`src/rtl/mem_access_sequencer.sv`:
```
// Single-port memory bus sequencer for the rv32 core: data-over-fetch arbitration, byte lanes,
// sign-extended byte loads and stall. Define MEM_TIMEOUT_EN to enable the bus_ready timeout.
module mem_access_sequencer #(
    parameter int unsigned ADDR_W  = 32,
    parameter int unsigned TIMEOUT = 255
) (
    input  logic              clk,
    input  logic              nrst,
    input  logic              fetch_req,
    input  logic [ADDR_W-1:0] fetch_addr,
    output logic              fetch_ack,
    output logic [31:0]       fetch_data,
    input  logic              read_mem,
    input  logic              write_mem,
    input  logic              load_byte,
    input  logic              store_byte,
    input  logic [ADDR_W-1:0] data_addr,
    input  logic [31:0]       data_wdata,
    output logic              data_ack,
    output logic [31:0]       data_rdata,
    output logic              data_err,
    output logic              stall,
    output logic [ADDR_W-1:0] bus_addr,
    output logic              bus_read,
    output logic              bus_write,
    output logic [3:0]        bus_sel,
    output logic [31:0]       bus_wdata,
    input  logic [31:0]       bus_rdata,
    input  logic              bus_ready
);

    typedef enum logic [2:0] {StIdle, StFetch, StDread, StDwrite, StResp} state_e;

    localparam logic [31:0] FetchNop = 32'h0000_0013;

    state_e            state_q;
    logic [ADDR_W-1:0] bus_addr_q;
    logic              bus_read_q;
    logic              bus_write_q;
    logic [3:0]        bus_sel_q;
    logic [31:0]       bus_wdata_q;
    logic              fetch_ack_q;
    logic [31:0]       fetch_data_q;
    logic              data_ack_q;
    logic              data_err_q;
    logic [31:0]       data_rdata_q;
    logic              byte_q;
    logic [1:0]        off_q;

`ifdef MEM_TIMEOUT_EN
    localparam int unsigned CntW = $clog2(TIMEOUT + 1);
    logic [CntW-1:0] cnt_q;
    logic            timeout_hit;
    assign timeout_hit = (cnt_q == CntW'(TIMEOUT - 1));
`endif

    logic       data_req;
    logic       req_byte;
    logic       misaligned;
    logic [7:0] rd_byte;

    always_comb begin
        data_req   = read_mem | write_mem;
        // Write wins a simultaneous read, so its qualifier decides the access size.
        req_byte   = write_mem ? store_byte : load_byte;
        misaligned = data_req & ~req_byte & (data_addr[1:0] != 2'b00);
        rd_byte    = bus_rdata[{off_q, 3'b000} +: 8];
    end

    always_ff @(posedge clk or negedge nrst) begin
        if (!nrst) begin
            state_q      <= StIdle;
            bus_addr_q   <= '0;
            bus_read_q   <= 1'b0;
            bus_write_q  <= 1'b0;
            bus_sel_q    <= 4'b0000;
            bus_wdata_q  <= 32'h0;
            fetch_ack_q  <= 1'b0;
            fetch_data_q <= 32'h0;
            data_ack_q   <= 1'b0;
            data_err_q   <= 1'b0;
            data_rdata_q <= 32'h0;
            byte_q       <= 1'b0;
            off_q        <= 2'b00;
`ifdef MEM_TIMEOUT_EN
            cnt_q        <= '0;
`endif
        end else begin
            fetch_ack_q <= 1'b0;
            data_ack_q  <= 1'b0;
            data_err_q  <= 1'b0;
            unique case (state_q)
                StIdle: begin
`ifdef MEM_TIMEOUT_EN
                    cnt_q <= '0;
`endif
                    if (misaligned) begin
                        state_q    <= StResp;
                        data_ack_q <= 1'b1;
                        data_err_q <= 1'b1;
                    end else if (write_mem) begin
                        state_q     <= StDwrite;
                        bus_write_q <= 1'b1;
                        bus_addr_q  <= {data_addr[ADDR_W-1:2], 2'b00};
                        byte_q      <= store_byte;
                        off_q       <= data_addr[1:0];
                        if (store_byte) begin
                            bus_sel_q   <= 4'b0001 << data_addr[1:0];
                            bus_wdata_q <= {4{data_wdata[7:0]}};
                        end else begin
                            bus_sel_q   <= 4'b1111;
                            bus_wdata_q <= data_wdata;
                        end
                    end else if (read_mem) begin
                        state_q    <= StDread;
                        bus_read_q <= 1'b1;
                        bus_addr_q <= {data_addr[ADDR_W-1:2], 2'b00};
                        bus_sel_q  <= 4'b1111;
                        byte_q     <= load_byte;
                        off_q      <= data_addr[1:0];
                    end else if (fetch_req) begin
                        state_q    <= StFetch;
                        bus_read_q <= 1'b1;
                        bus_addr_q <= {fetch_addr[ADDR_W-1:2], 2'b00};
                        bus_sel_q  <= 4'b1111;
                    end
                end
                StFetch, StDread, StDwrite: begin
                    if (bus_ready) begin
                        state_q     <= StResp;
                        bus_read_q  <= 1'b0;
                        bus_write_q <= 1'b0;
                        bus_sel_q   <= 4'b0000;
                        if (state_q == StFetch) begin
                            fetch_ack_q  <= 1'b1;
                            fetch_data_q <= bus_rdata;
                        end else begin
                            data_ack_q <= 1'b1;
                            if (state_q == StDread) begin
                                data_rdata_q <= byte_q ? {{24{rd_byte[7]}}, rd_byte} : bus_rdata;
                            end
                        end
`ifdef MEM_TIMEOUT_EN
                        cnt_q <= '0;
                    end else if (timeout_hit) begin
                        state_q     <= StResp;
                        bus_read_q  <= 1'b0;
                        bus_write_q <= 1'b0;
                        bus_sel_q   <= 4'b0000;
                        cnt_q       <= '0;
                        if (state_q == StFetch) begin
                            fetch_ack_q  <= 1'b1;
                            fetch_data_q <= FetchNop;
                        end else begin
                            data_ack_q <= 1'b1;
                            data_err_q <= 1'b1;
                        end
                    end else begin
                        cnt_q <= cnt_q + 1'b1;
`endif
                    end
                end
                StResp: begin
                    state_q <= StIdle;
`ifdef MEM_TIMEOUT_EN
                    cnt_q   <= '0;
`endif
                end
                default: state_q <= StIdle;
            endcase
        end
    end

    assign stall      = data_req & ~data_ack_q;
    assign bus_addr   = bus_addr_q;
    assign bus_read   = bus_read_q;
    assign bus_write  = bus_write_q;
    assign bus_sel    = bus_sel_q;
    assign bus_wdata  = bus_wdata_q;
    assign fetch_ack  = fetch_ack_q;
    assign fetch_data = fetch_data_q;
    assign data_ack   = data_ack_q;
    assign data_err   = data_err_q;
    assign data_rdata = data_rdata_q;

    // Fetches are word-granular; TIMEOUT is only consumed by the timeout build.
    logic unused_bits;
    assign unused_bits = ^{fetch_addr[1:0], FetchNop[0], TIMEOUT};

endmodule
```
`config.mk`:
```
export PLATFORM = sky130hd
export DESIGN_NAME = mem_access_sequencer
export DESIGN_NICKNAME = d
export VERILOG_FILES = /design/src/rtl/mem_access_sequencer.sv
export SDC_FILE = /design/constraint.sdc
export NUM_CORES = 1
export LEC_CHECK = 0
export ABC_AREA = 1
export BUFFER_PORTS_ARGS = -buffer_cell sky130_fd_sc_hd__buf_2
export CORE_MARGIN = 3
export CORE_UTILIZATION = 44
export CTS_CLUSTER_SIZE = 25
export DETAILED_ROUTE_END_ITERATION = 8
export GPL_TIMING_DRIVEN = 0
export HOLD_SLACK_MARGIN = 0.12
export PLACE_DENSITY = 0.79
export SYNTH_ARGS = -nofsm -noshare
export SYNTH_HDL_FRONTEND = slang
export SYNTH_SLANG_ARGS = --single-unit
```
`constraint.sdc`:
```
create_clock -name clk -period 1.3 [get_ports clk]
set_input_delay 0.195 -clock clk [delete_from_list [all_inputs] [get_ports clk]]
set_output_delay 0.195 -clock clk [all_outputs]
set_load 0.02 [all_outputs]
```
Word-level counts from Yosys, hierarchy flattened:

Cells that the tools add are included.
W data, S select, Z words.

* bits in registers: 143
* word-level logic and storage cells: 88

* equal/unequal tests: 10
* shifts and indexed selects: 2
* multiplexer cells: 40
* bitwise operators: 8
* reductions and logical operators: 15

Operator list (number)
* $mux W32: 5
* $shiftx A32 B6 Y8: 1
* $mux W4: 6
* $mux W1: 17
* $mux W3: 5
* $reduce_and A3 Y1: 4
* $reduce_and A4 Y1: 3
* $ne A2 B2 Y1 const B: 4
* $pmux W4 S2: 1
* $eq A3 B2 Y1 const B: 2
* $pmux W1 S2: 3
* $pmux W3 S2: 1
* $reduce_bool A2 Y1: 3
* $ne A5 B5 Y1 const B: 1
* $reduce_and A5 Y1: 1
* $mux W2: 2
* $ne A4 B4 Y1 const B: 1
* $not A1 Y1: 4
* $shl A1 B2 Y4 const A: 1
* $and A1 B1 Y1: 3
* $eq A3 B1 Y1 const B: 1
* $logic_not A3 Y1: 1
* $ne A3 B3 Y1 const B: 1
* $reduce_bool A3 Y1: 1
* other kinds (3): 3

Depth between registers and ports, before layout:

Gate-level depths: netlist of run 1.

* word-level depth: 6
* gate-level depth with buffers: 10
* depth with buffers taken out: 7

Worst setup path after synthesis of run 1:

Ideal clock, no wire load.

* path kind: flip-flop to flip-flop
* start: register state_q[1]
* end: register bus_wdata_q[22], in the netlist bus_wdata[22]
* arrival time: 1.279 ns
* slack: -0.102 ns
* cell stages (with the launch flop): 9
* path through: dfrtp_1 -> inv_1 -> nand2_1 -> nor2_1 -> nand3_2 -> buf_6 -> buf_6 -> nand2_2 -> o21ai_2

* longest elaborated chain between the ends: 2

Ends and longest elaborated chain
* from (decl): line 36 `state_e state_q;`
* from (signal assigned): line 72 `state_q <= StIdle;`
* from (signal assigned): line 98 `state_q <= StResp;`
* from (signal assigned): line 102 `state_q <= StDwrite;`
* $logic_not A3 Y1: line 92 `unique case (state_q)`
* $reduce_and A3 Y1 (no line)
* to (signal assigned): line 109 `bus_wdata_q <= {4{data_wdata[7:0]}};`
* to (signal assigned): line 112 `bus_wdata_q <= data_wdata;`
* to (decl): line 41 `logic [31:0] bus_wdata_q;`

No other way between the ends.
A chain may end at the register's enable or synchronous reset.

Worst setup path after layout of run 1:

* start: register state_q[2]
* end: register bus_wdata_q[8], in the netlist bus_wdata[8]

The elaborated chain is that of the path after synthesis.

==> results of run 1 <==
critical path, delay by kind of cell, from the launching register on:
| family | cells | cell delay, ns |
|---|---|---|
| and+or+nand+nor | 3 | 0.38 |
| DFF | 1 | 0.45 |
| buffers and inverters | 3 | 0.45 |
| AOI/OAI and AO/OA | 1 | 0.05 |
kinds of logic after synthesis:
logic type,Yosys count
muxes,24
buffers and inverters,116
other,1
and+or+nand+nor,292
DFF,141
AOI/OAI and AO/OA,183
metrics by stage:
stage               std cells  utilization  setup TNS [ns]  instance area, um2  total power [W]
floorplan                 758            -          -0.115                6590           0.0140
global placement         1210        0.559         -295.50                8160           0.0174
detailed placement       1211        0.561          -22.64                8190           0.0176
CTS                      1364        0.697           -5.74               10200           0.0236
global route             1384        0.738          -18.54               10800           0.0268
finish                   1384        0.738           -8.65               10800           0.0254
registers in the layout, indices dropped and copies added (netlist names):
name and cells:
data_err 1, bus_write 1, bus_addr 30, bus_wdata 32
fetch_ack 1, bus_read 1, data_rdata 32, bus_sel 4
data_ack 1, byte_q 1, off_q 2, state_q 3
fetch_data 32
layer usage:
metal | track usage | wire length, um | up-vias
li1 | - | - | 3302
met1 | 0.323 | 9200 | 3487
met2 | 0.465 | 12300 | 408
met3 | 0.0692 | 1960 | 87
met4 | 0.142 | 994 | 0
met5 | 0 | 0 | -
worst max path at each step:
stage                           endpoint  depth (start not counted)
final                       bus_wdata[8]                          7
after global placement     bus_wdata[20]                          1
after CTS                   bus_wdata[8]                          8
after floorplan            data_rdata[4]                          7
after detailed placement  data_rdata[23]                          6
after global routing       bus_wdata[22]                          8
report_power, final:
part	total [W]	switching, W	internal (W)
registers	0.00789	0.00139	0.00650
clock network	0.00518	0.00197	0.00322
logic	0.0124	0.00767	0.00469
cell usage after synthesis (all sizes together) (2+ instances only):
library cell and instances:
o211ai 2, mux2i 24, clkbuf 16, o31ai 2
o21ai 112, nor2 42, nand3 9, clkinv 2
buf 27, o2111ai 6, a21oi 61, dfrtp 141
nand4 6, nand2 233, inv 71
timing repair:
action | in CTS | in global routing
endpoints found under the hold margin | 165 | 1
buffers inserted | 12 | 12
gates resized for setup | 64 | 142
setup endpoints to repair | 137 | 141
gates cloned | 1 | 7
pin swaps | 4 | 18
hold buffers | 108 | 1
cell type report:
type | instances | area share
Timing Repair Buffer | 409 | 0.255
Buffer | 43 | 0.0388
Clock buffer | 18 | 0.0399
Tap cell | 184 | 0.0214
Clock inverter | 14 | 0.0180
Sequential cell | 141 | 0.328
Multi-Input combinational cell | 502 | 0.272
Inverter | 73 | 0.0264
==> results.sh, run 1 <==
export IMPL_status="complete, but fails checks"
export IMPL_failed_checks="negative setup slack"
export IMPL_cts_tree="yes"
export IMPL_clkLatencyLatePin_ns=0.43
export IMPL_hold_class="in -> reg"
export IMPL_syn_instance_count=757
export IMPL_slowest_stage="sky130_fd_sc_hd__dfrtp_2"
export IMPL_initial_antenna_violation_count=0
export IMPL_criticalPathCategory="reg -> reg"
export IMPL_worstMarginPinSlew_ns=0.604
export IMPL_netlist_area_um2=6580
export IMPL_core_region_area_um2=14600
export IMPL_synth_ff_type="sky130_fd_sc_hd__dfrtp_1"
export IMPL_clock_sinks=141
export IMPL_count_of_flip_flops_with_a_built_in_enable_after_synthesis=0
export IMPL_global_route_congestion_overflow_total=0
export IMPL_crit_reg_reg_endpoint="bus_wdata[8]"
export IMPL_clock_tree_htree_level_count=4
export IMPL_final_setup_skew_ns=0.00701
export IMPL_combinational_family_with_the_most_area_after_synthesis="simple AND/OR/NAND/NOR gates"
export IMPL_crit_path_start="state_q[2]"
export IMPL_slew_violations=0
export IMPL_relSlewSlack=0.597
export IMPL_post_route_period_util=1.12
export IMPL_ir_worst_vdd_mv=1.35
export IMPL_first_global_vias=7084
export IMPL_place_gp_congestion=0.893
export IMPL_multi_input_comb_area_um2=2930
export IMPL_cap_viol_max_count=0
export IMPL_synth_fa_ha_area_frac=0
export IMPL_synth_cell_type_count=30
export IMPL_most_common_layout_cells="sky130_fd_sc_hd__buf_2, sky130_fd_sc_hd__nand2_1, sky130_fd_sc_hd__dfrtp_1"
export IMPL_post_route_cells_drive_above_1_share=0.438
export IMPL_antenna_cells=0
export IMPL_setup_viol_count_final=130
export IMPL_vias_per_instance=5.26
export IMPL_ys_ff_latch=141
export IMPL_worst_hold_path_endpoint="bus_addr[9]"
export IMPL_path_max_fanout=10
export IMPL_rsz0062_at_grt="yes"
export IMPL_worst_endpoint_arrival_ns=1.76
export IMPL_postSynthAreaPerCell_um2=8.69
export IMPL_reg2reg_setup_slack_ns=-0.15
export IMPL_worst_hold_path_num_cells=5
export IMPL_hold_start="fetch_addr[9]"
export IMPL_timing_critical_path_to_type="flop"
export IMPL_dieWidth_um=128
export IMPL_firstDrtPassIters=6
export IMPL_list_of_cells_traversed_by_the_critical_path="buf_6 -> nor2_4 -> nand3_2 -> buf_8 -> buf_8 -> nand2_1 -> o21ai_2"
export IMPL_crit_reg2reg_launch="state_q[2]"
export IMPL_p_leak_nw=5.59
export IMPL_synth_mux_area_fraction=0.0365
export IMPL_synthTopCellsByArea="sky130_fd_sc_hd__dfrtp_1, sky130_fd_sc_hd__nand2_1, sky130_fd_sc_hd__a21oi_1"
export IMPL_grt_first_pass_wirelength_mm=35.5
export IMPL_pin_count_of_the_biggest_net_entering_global_routing=80
export IMPL_wirelength_mm=24.5
export IMPL_finalHoldViolCount=0
export IMPL_critical_path_max_stage_delay_ns=0.45
export IMPL_async_set_or_reset_register_ratio_after_synthesis=1.00
export IMPL_start_util=0.451
export IMPL_fin_hold_ws_ns=0.121
export IMPL_die_area_um2=16400
export IMPL_tritoncts_num_buffers=17
export IMPL_ctsRootBufferMaster="sky130_fd_sc_hd__clkbuf_16"
export IMPL_clk_pin_slew_worst_paths_ns=0.06
export IMPL_fin_ws_ns=-0.151
export IMPL_row_count=44
export IMPL_cp_data_required_time_ns=1.61
export IMPL_fillers=928
export IMPL_final_period_minus_worst_setup_slack_ns=1.45
export IMPL_ff_latch_area_um2=3530
export IMPL_layout_commonest_cell="sky130_fd_sc_hd__buf_2"
export IMPL_synth_compound_area_frac=0.164
export IMPL_dieHeight_um=128
export IMPL_floorplan_io_pins=274
export IMPL_io_buffer_count=268
export IMPL_r2r_cells=7
export IMPL_cts_path_max_buffers=2
export IMPL_synth_top_area_cell="sky130_fd_sc_hd__dfrtp_1"
export IMPL_yosysSeqAreaShare=0.537
export IMPL_dr_first_iter_drc_count=500
export IMPL_fmaxAchievable_ghz=0.689
export IMPL_flow_area_growth_from_synthesis_pct=63.7
export IMPL_detailed_place_hpwl_mm=14.5
export IMPL_post_route_drc_count=0
export IMPL_setup_crit_start_kind="flop"
export IMPL_route_antenna_remaining_nets=0
export IMPL_num_nets_final=1323
export IMPL_xor_and_xnor_fraction_of_the_mapped_netlist_area=0
export IMPL_synth_simple_gate_area_frac=0.183
export IMPL_setup_slack_placement_ns=-0.368
export IMPL_route_detailed_wl_per_inst_um=17.7
export IMPL_num_vias=7284
export IMPL_critical_path_top_cell_by_count="sky130_fd_sc_hd__buf_8"
export IMPL_synth_top_area_share=0.537
export IMPL_power_density_nw_per_um2=2360
export IMPL_globalRouteTotalUtil=0.275
export IMPL_ys_warn_count=0
Note: power is estimated with default switching activity, not from simulation.
==> run 2: changes to the inputs <==
--- a/config.mk
+++ b/config.mk
@@ -14,6 +14,8 @@
 export GPL_TIMING_DRIVEN = 0
 export HOLD_SLACK_MARGIN = 0.12
 export PLACE_DENSITY = 0.79
+export REMOVE_ABC_BUFFERS = 1
+export SKIP_CTS_REPAIR_TIMING = 1
 export SYNTH_ARGS = -nofsm -noshare
 export SYNTH_HDL_FRONTEND = slang
 export SYNTH_SLANG_ARGS = --single-unit
==> run 2 against run 1 <==
  * The flow still finishes with violations (negative setup slack)
  * Sequential power is 3.0% higher
  * Global-route usage is 4.5 points lower
  * Final area is 2.3% higher
  * Utilization is 1.7 points higher
  * Critical path depth is 2 lower
  * Non-clock buffer count is 45 lower
  * Hold slack worse by 0.023 ns
  * Worst setup slack worse by 0.14 ns
  * Die area stayed put
  * Critical endpoint is now bus_addr[23]
  * Final cell count is 2.1% lower
  * Highest routed layer unchanged
==> results.sh, run 2 (synthesis results as in run 1) <==
export IMPL_clock_sinks=141
export IMPL_path_max_fanout=32
export IMPL_dpl_cell_count=1173
export IMPL_comb_power_share=0.501
export IMPL_setup_viol_count_final=136
export IMPL_cap_viol_max_count=0
export IMPL_criticalPathCategory="in -> reg"
export IMPL_crit_reg2reg_launch="state_q[0]"
export IMPL_cp_data_required_time_ns=1.59
export IMPL_failed_checks="negative setup slack"
export IMPL_clock_tree_htree_level_count=4
export IMPL_most_common_layout_cells="sky130_fd_sc_hd__buf_2, sky130_fd_sc_hd__nand2_1, sky130_fd_sc_hd__dfrtp_1"
export IMPL_route_antenna_remaining_nets=0
export IMPL_p_leak_nw=5.60
export IMPL_start_util=0.451
export IMPL_worst_endpoint_arrival_ns=1.88
export IMPL_critical_path_max_stage_delay_ns=0.92
export IMPL_flow_area_growth_from_synthesis_pct=67.4
export IMPL_io_buffer_count=269
export IMPL_status="complete, but fails checks"
export IMPL_list_of_cells_traversed_by_the_critical_path="buf_2 -> nor2_2 -> nand2_1 -> o21ai_0 -> o21ai_1"
export IMPL_firstDrtPassIters=5
export IMPL_num_vias=7444
export IMPL_relSlewSlack=0.234
export IMPL_initial_antenna_violation_count=3
export IMPL_switchingPower_w=0.0120
export IMPL_tritoncts_num_buffers=17
export IMPL_worst_hold_path_num_cells=3
export IMPL_worst_path_buf_inv=1
export IMPL_cts_path_max_buffers=2
export IMPL_finalCoreUtilization=0.754
export IMPL_route_detailed_wl_per_inst_um=20.1
export IMPL_crit_reg_reg_endpoint="data_rdata[8]"
export IMPL_fin_ws_ns=-0.291
export IMPL_slowest_stage="sky130_fd_sc_hd__nor2_2"
export IMPL_setup_crit_start_kind="primary input"
export IMPL_num_nets_final=1291
export IMPL_fmaxAchievable_ghz=0.629
export IMPL_p_int_w=0.0150
export IMPL_power_share_switching=0.443
export IMPL_dr_first_iter_drc_count=515
export IMPL_post_route_cells_drive_above_1_share=0.488
export IMPL_first_global_vias=5782
export IMPL_rsz0062_at_grt="yes"
export IMPL_hold_class="in -> reg"
export IMPL_finalHoldViolCount=0
export IMPL_grt_first_pass_wirelength_mm=29.7
export IMPL_final_setup_skew_ns=0.00900
export IMPL_clk_pin_slew_worst_paths_ns=0.06
export IMPL_post_route_period_util=1.22
export IMPL_detailed_place_hpwl_mm=13.9
export IMPL_fin_hold_ws_ns=0.0983
export IMPL_die_area_um2=16400
export IMPL_ir_worst_vdd_mv=1.39
export IMPL_place_gp_congestion=0.803
export IMPL_dieHeight_um=128
export IMPL_core_region_area_um2=14600
export IMPL_hold_start="data_wdata[27]"
export IMPL_clkLatencyLatePin_ns=0.41
export IMPL_critical_path_top_delay_family="simple AND/OR/NAND/NOR gates"
export IMPL_power_density_nw_per_um2=2460
export IMPL_row_count=44
export IMPL_layout_commonest_cell="sky130_fd_sc_hd__buf_2"
export IMPL_reg2reg_setup_slack_ns=-0.29
export IMPL_finish_cell_count_without_fillers=1355
export IMPL_worstMarginPinSlew_ns=1.15
export IMPL_vias_per_instance=5.49
export IMPL_ctsRootBufferMaster="sky130_fd_sc_hd__clkbuf_16"
export IMPL_cts_tree="yes"
export IMPL_global_route_congestion_overflow_total=0
export IMPL_timing_critical_path_to_type="flop"
export IMPL_globalRouteTotalUtil=0.230
export IMPL_post_route_drc_count=0
export IMPL_share_clk_of_total_power=0.199
export IMPL_wirelength_mm=27.2
export IMPL_slew_violations=0
export IMPL_worst_hold_path_endpoint="bus_wdata[27]"
export IMPL_power_frac_seq=0.301
export IMPL_final_period_minus_worst_setup_slack_ns=1.59
export IMPL_floorplan_io_pins=274
export IMPL_pin_count_of_the_biggest_net_entering_global_routing=83
export IMPL_dieWidth_um=128
export IMPL_r2r_cells=7
run 2: cell count changes in the layout (fill, tap and decap cells not counted), sizes merged:
cell / before / now
clkbuf: 33 / 29
nor2: 42 / 44
buf: 328 / 318
clkinv: 7 / 5
nand2: 234 / 236
diode: 0 / 3
nand3: 9 / 15
inv: 74 / 72
clkinvlp: 2 / 4
dlygate4sd3: 109 / 83
run 2: power groups by stage:
stage          clock (W)  sequential (W)  combinational [W]
3_5_place_dp           0         0.00778            0.00973
2_1_floorplan          0          0.0102            0.00357
4_1_cts          0.00540         0.00778            0.00972
5_1_grt          0.00560         0.00831             0.0144
6_report         0.00538         0.00813             0.0135
3_3_place_gp           0         0.00774            0.00938
run 2: area by class of cell:
type	instances	area, um2
Antenna cell	3	7.51
Tap cell	184	230
Inverter	73	318
Clock buffer	23	498
Fill cell	894	3580
Multi-Input combinational cell	512	3290
Timing Repair Buffer	407	2930
Clock inverter	9	155
Timing Repair inverter	3	35.0
Sequential cell	141	3540
run 2: worst max path at each step:
stage | from | end | slack [ns] | depth (start not counted)
after floorplan | read_mem | bus_wdata[0] | -1.34 | 6
after global routing | write_mem | bus_addr[17] | -0.35 | 4
after detailed placement | write_mem | bus_addr[5] | -1.74 | 6
final | write_mem | bus_addr[23] | -0.29 | 5
after CTS | write_mem | bus_addr[5] | -1.26 | 6
after global placement | write_mem | bus_wdata[7] | -2.18 | 7
run 2: layer usage:
metal / global-route usage / wire length [um] / vias up
met5: 0 / 0 / -
met4: 0.0955 / 1400 / 0
met2: 0.375 / 13800 / 530
met3: 0.0850 / 2600 / 119
li1: - / - / 3250
met1: 0.276 / 9310 / 3545
run 2: worst register-to-register path, stage by stage (launching register included):
cell,delay [ns]
sky130_fd_sc_hd__dfrtp_2,0.42
sky130_fd_sc_hd__inv_2,0.08
sky130_fd_sc_hd__buf_4,0.11
sky130_fd_sc_hd__nand4_1,0.15
sky130_fd_sc_hd__buf_6,0.18
sky130_fd_sc_hd__buf_8,0.15
sky130_fd_sc_hd__a21oi_1,0.27
sky130_fd_sc_hd__a21oi_2,0.11
run 2: through the flow:
step / setup WS (ns) / area [um2] / power [W] / setup TNS (ns)
finish: -0.291 / 11000 / 0.0270 / -17.97
global route: -0.348 / 11000 / 0.0283 / -26.66
CTS: -1.26 / 8690 / 0.0229 / -100.44
detailed placement: -1.74 / 8040 / 0.0175 / -133.32
global placement: -2.18 / 7910 / 0.0171 / -518.27
floorplan: -1.34 / 6330 / 0.0137 / -115.62
